===== src/rtl/seg_scan_display.sv =====
// Multiplexed seven-segment scanner with leading-zero suppression, per-digit
// decimal points and whole-display blink. All outputs are registered.
module seg_scan_display #(
    parameter int unsigned DIGITS       = 4,
    parameter int unsigned SCAN_DIV     = 50000,
    parameter int unsigned BLINK_FRAMES = 64
) (
    input  logic                  clock,
    input  logic                  reset,
    input  logic [4*DIGITS-1:0]   digits_in,
    input  logic                  load,
    input  logic                  blank_lz,
    input  logic                  blink_en,
    input  logic [DIGITS-1:0]     dp_in,
    output logic [6:0]            seg_n,
    output logic                  dp_n,
    output logic [DIGITS-1:0]     an_n,
    output logic                  frame_done
);

    localparam int unsigned PRE_W  = $clog2(SCAN_DIV);
    localparam int unsigned IDX_W  = $clog2(DIGITS);
    localparam int unsigned BLK_W  = $clog2(BLINK_FRAMES + 1);
    localparam int unsigned DATA_W = 4 * DIGITS;
    localparam logic [6:0]  SEG_BLANK = 7'h7F;

    logic [PRE_W-1:0]  prescaler;
    logic [IDX_W-1:0]  idx;
    logic [DATA_W-1:0] data_reg;
    logic [DIGITS-1:0] dp_reg;
    logic [BLK_W-1:0]  blink_cnt;
    logic              phase;

    logic              tick;
    logic              frame_wrap;
    logic [3:0]        nib_sel;
    logic              dp_sel;
    logic              lz_sel;
    logic              zero_run;
    logic [6:0]        seg_code;
    logic [6:0]        seg_next;
    logic              dp_next;
    logic [DIGITS-1:0] an_next;

    assign tick       = (prescaler == PRE_W'(SCAN_DIV - 1));
    assign frame_wrap = tick && (idx == IDX_W'(DIGITS - 1));

    // Scan timing, data capture and blink phase
    always_ff @(posedge clock or negedge reset) begin
        if (!reset) begin
            prescaler <= '0;
            idx       <= '0;
            data_reg  <= '0;
            dp_reg    <= '0;
            blink_cnt <= '0;
            phase     <= 1'b0;
        end else begin
            prescaler <= tick ? '0 : prescaler + PRE_W'(1);
            if (tick) begin
                idx <= frame_wrap ? '0 : idx + IDX_W'(1);
            end
            if (load) begin
                data_reg <= digits_in;
                dp_reg   <= dp_in;
            end
            if (!blink_en) begin
                blink_cnt <= '0;
                phase     <= 1'b0;
            end else if (frame_wrap) begin
                if (blink_cnt == BLK_W'(BLINK_FRAMES - 1)) begin
                    blink_cnt <= '0;
                    phase     <= ~phase;
                end else begin
                    blink_cnt <= blink_cnt + BLK_W'(1);
                end
            end
        end
    end

    // Walk from the top digit down: a digit is a leading zero while every
    // nibble at or above it is zero. Digit 0 is never suppressed.
    always_comb begin
        nib_sel  = 4'h0;
        dp_sel   = 1'b0;
        lz_sel   = 1'b0;
        zero_run = 1'b1;
        for (int i = int'(DIGITS) - 1; i >= 0; i--) begin
            zero_run = zero_run && (data_reg[4*i +: 4] == 4'h0);
            if (idx == IDX_W'(i)) begin
                nib_sel = data_reg[4*i +: 4];
                dp_sel  = dp_reg[i];
                lz_sel  = zero_run && (i != 0);
            end
        end
    end

    always_comb begin
        seg_code = SEG_BLANK;
        case (nib_sel)
            4'h0: seg_code = 7'h40;
            4'h1: seg_code = 7'h79;
            4'h2: seg_code = 7'h24;
            4'h3: seg_code = 7'h30;
            4'h4: seg_code = 7'h19;
            4'h5: seg_code = 7'h12;
            4'h6: seg_code = 7'h02;
            4'h7: seg_code = 7'h78;
            4'h8: seg_code = 7'h00;
            4'h9: seg_code = 7'h10;
            4'hA: seg_code = 7'h08;
            4'hB: seg_code = 7'h03;
            4'hC: seg_code = 7'h46;
            4'hD: seg_code = 7'h21;
            4'hE: seg_code = 7'h06;
            4'hF: seg_code = 7'h0E;
            default: seg_code = SEG_BLANK;
        endcase
    end

    always_comb begin
        seg_next = SEG_BLANK;
        dp_next  = 1'b1;
        an_next  = '1;
        if (!(blink_en && phase)) begin
            an_next = ~(DIGITS'(1) << idx);
            if (!(blank_lz && lz_sel)) begin
                seg_next = seg_code;
                dp_next  = ~dp_sel;
            end
        end
    end

    always_ff @(posedge clock or negedge reset) begin
        if (!reset) begin
            seg_n      <= SEG_BLANK;
            dp_n       <= 1'b1;
            an_n       <= '1;
            frame_done <= 1'b0;
        end else begin
            seg_n      <= seg_next;
            dp_n       <= dp_next;
            an_n       <= an_next;
            frame_done <= frame_wrap;
        end
    end

endmodule


===== config.mk =====
export PLATFORM = sky130hd
export DESIGN_NAME = seg_scan_display
export DESIGN_NICKNAME = d
export VERILOG_FILES = /design/src/rtl/seg_scan_display.sv
export SDC_FILE = /design/constraint.sdc
export NUM_CORES = 1
export LEC_CHECK = 0
export CAP_MARGIN = 10
export CORE_UTILIZATION = 59
export DETAILED_ROUTE_END_ITERATION = 8
export MAX_ROUTING_LAYER = met4
export PLACE_DENSITY_LB_ADDON = 0.2
export SYNTH_ARGS = -nofsm -noshare
export SYNTH_HDL_FRONTEND = slang
export SYNTH_SLANG_ARGS = --single-unit

===== constraint.sdc =====
create_clock -name clock -period 4.64 [get_ports clock]
set_input_delay 0.928 -clock clock [delete_from_list [all_inputs] [get_ports clock]]
set_output_delay 0.928 -clock clock [all_outputs]
set_load 0.01 [all_outputs]

==> run_results.csv <==
group,metric,value,unit
floorplan,initial_core_util,60.98,%
route,drt_wl_total,5.457,mm
timing,setup_viol,0,
setup_path,path_buf_inv,2,
floorplan,fp.dieH,71.87,um
placed_design,post-dp-hpwl,3.762,mm
synthesis,ys_seq_area_share,51.78,%
route,via_count,2102,
global_routing,grt_pass1_vias,2051,
cts,cts_setup_buffers,0,
setup_path,endpoint_kind,"flop",
setup_path,start_kind,"flop",
placed_design,port-buffer-count,37,
timing,setup_tns,0,ns
synthesis,synthCells,261,
power,leakagePower,1.470,nW
layout,drive_gt1_share,16.94,%
layout,finalNetCount,339,
route,drcViolationCount,0,
setup_path,cp_num_cells,9,
cts,cts.clk_slew.worst_paths,0.06,ns
setup_path,slowest_stage,"a221oi_1",
cts,htree_levels,3,
route,drtIter0Drc,149,
placed_design,pre_cts_ws,1.973,ns
placed_design,place_area,0.003311,mm^2
cts,clock_latency,0.34,ns
min_path,hold_path_depth,1,
setup_path,r2r_cells,9,
synthesis,synth_area,0.002880,mm^2
cts,cts_tree,"done",
synthesis,yosys_warnings,0,
layout,antenna_cells,0,
timing,fin_crit,2.707,ns
placed_design,gp_congestion,0.8127,
floorplan,dieArea,0.005165,mm^2
timing,worst_pin_slew,0.8816,ns
setup_path,slowest_delay,0.59,ns
synthesis,async_flop_share,100.0,%
setup_path,crit_family,"compound AO/OA/AOI/OAI gates",
layout,post-route-util,73.96,%
cts,cts_buffer_depth,2,
synthesis,synth_top_flop_cell,"dfrtp_1",
cts,ctsResizeCount,0,
route,wire_per_inst,14.59,um
setup_path,cp.arrival,2.96,ns
floorplan,ios,38,
route,firstDrtPassIters,4,
layout,syn_to_final_growth,21.29,%
layout,fill_cells,354,
setup_path,worstPathCellList,"inv_1, ha_1, a211oi_1, a221oi_1, inv_1, ha_1, nor2_1, a211oi_1, o21ai_0",
setup_path,worstPathRequired,4.89,ns
synthesis,synth_edf_count,0,
synthesis,synth.avg_cell_area,11.04,um^2
cts,cts_buffers,9,
layout,stdcell_area,0.003493,mm^2
status,run_status,"finished, final reports clean",
global_routing,grt_pass1_wl,9.370,mm
global_routing,grt_usage,25.27,%
timing,rsz0062_at_grt,"no",
timing,final.period_utilization,58.34,%
setup_path,crit_type,"flop to flop",
timing,layout_setup_ws,1.933,ns
power,power_density,319.9,mW/mm^2
synthesis,synth.net_count,298,
timing,skew,0.005808,ns
timing,finalHoldViolCount,0,
timing,clock.fmax,0.3694,GHz
power,peakVddDrop,0.0002283,V
timing,maxSlewHeadroom,41.04,%
floorplan,die_w,71.87,um
cts,ctsHoldBuffers,0,
timing,whs,0.4959,ns
timing,slew_violations,0,
setup_path,path_max_fanout,14,
floorplan,core,0.004723,mm^2
floorplan,rows,25,
cts,cts.sinks,59,
synthesis,ys_ff_latch,59,
synthesis,yosysUniqueCellTypes,44,
global_routing,grt_max_degree,40,
route,final_antenna_net_count,0,
flow_run,cap_violations,0,
route,vias_per_cell,5.620,
global_routing,grt-ovfl-total,0,
global_routing,antenna_found_initial,0,
min_path,hp-class,"flop to flop",
cts,root_buffer,"clkbuf_8",
## routing by layer
layer / global-route usage [%] / part of all wire [%] / wire (um)
met4: 11.98 / 2.4 / 133
met2: 39.52 / 50 / 2755
met3: 8.298 / 4.6 / 252
met5: - / 0 / 0
met1: 29.58 / 42 / 2316
## area by class of cell
class                   count  area [um^2]  area share [%]
multi-input cells         184         1321           37.82
flip-flops and latches     59         1491           42.69
inverters                   9        33.78          0.9670
clock buffers              14        172.7           4.943
well taps                  67        83.83           2.400
clock inverters             2        10.01          0.2865
repair buffers             39        380.4           10.89
## logic make-up after synthesis
group	count (synthesis)	share of synthesized area, %
compound gates	39	9.122
xor+xnor	16	4.865
fa+ha+maj	12	5.213
buf+inv	18	2.346
flops	59	51.78
mux	21	8.080
simple gates	96	18.59
## power by group
group,switching (mW),internal [mW],leakage [nW]
Combinational,0.0563,0.0695,0.650
Clock,0.190,0.236,0.0965
Sequential,0.0152,0.551,0.723
## through the flow
stage / instances / power (mW)
final: 374 / 1.118
after global routing: 374 / 1.169
after CTS: 374 / 1.130
after detailed placement: 358 / 0.7017
after global placement: 358 / 0.6989
after floorplan: 261 / 0.6335
## path summary, 6_finish.rpt
check / endpoint / slack (ns) / startpoint
min in group asynchronous: dp_reg[1] / 0.69 / reset
worst max register to register: seg_n[3] / 1.93 / idx[0]
worst max-delay path: seg_n[3] / 1.93 / idx[0]
max in group asynchronous: an_n[3] / 3.11 / reset
worst min-delay path: prescaler[13] / 0.50 / prescaler[13]
worst min register to register: prescaler[13] / 0.50 / prescaler[13]
## cells in the final DEF (no fill, tap or decap), types with 7 or more instances in the layout
cell type and instances:
clkdlybuf4s50_1 36, mux2_2 18, xnor2_1 11, ha_1 12, inv_1 9, nand3_1 11
dfrtp_1 47, dfstp_2 12, clkbuf_8 12, o21ai_0 11, nor2_1 17, nand2_1 28
a21oi_1 7
## cells in the mapped netlist (all sizes together) (2+ instances only)
| cell type | number | share of area [%] |
|---|---|---|
| dfrtp | 47 | 41 |
| nand2 | 28 | 3.6 |
| mux2 | 18 | 7.0 |
| nor2 | 17 | 2.2 |
| dfstp | 12 | 11 |
| ha | 12 | 5.2 |
| nand3 | 11 | 1.9 |
| o21ai | 11 | 1.9 |
| xnor2 | 11 | 3.3 |
| inv | 9 | 1.2 |
| a21oi | 7 | 1.2 |
| clkbuf | 7 | 0.91 |
| nand3b | 5 | 1.3 |
| nor2b | 5 | 1.1 |
| o221ai | 5 | 1.5 |
| xor2 | 5 | 1.5 |
| a21boi | 4 | 1.0 |
| nand4 | 4 | 0.87 |
| nor3b | 4 | 1.0 |
| and2 | 3 | 0.65 |
| and3 | 3 | 0.65 |
| mux2i | 3 | 1.0 |
| nand2b | 3 | 0.65 |
| nor4 | 3 | 1.7 |
| a211oi | 2 | 0.52 |
| a221oi | 2 | 0.61 |
| a311oi | 2 | 0.61 |
| buf | 2 | 0.26 |
| nor3 | 2 | 0.35 |
| or3 | 2 | 0.43 |
No activity file was read; power rests on OpenSTA's default activity.
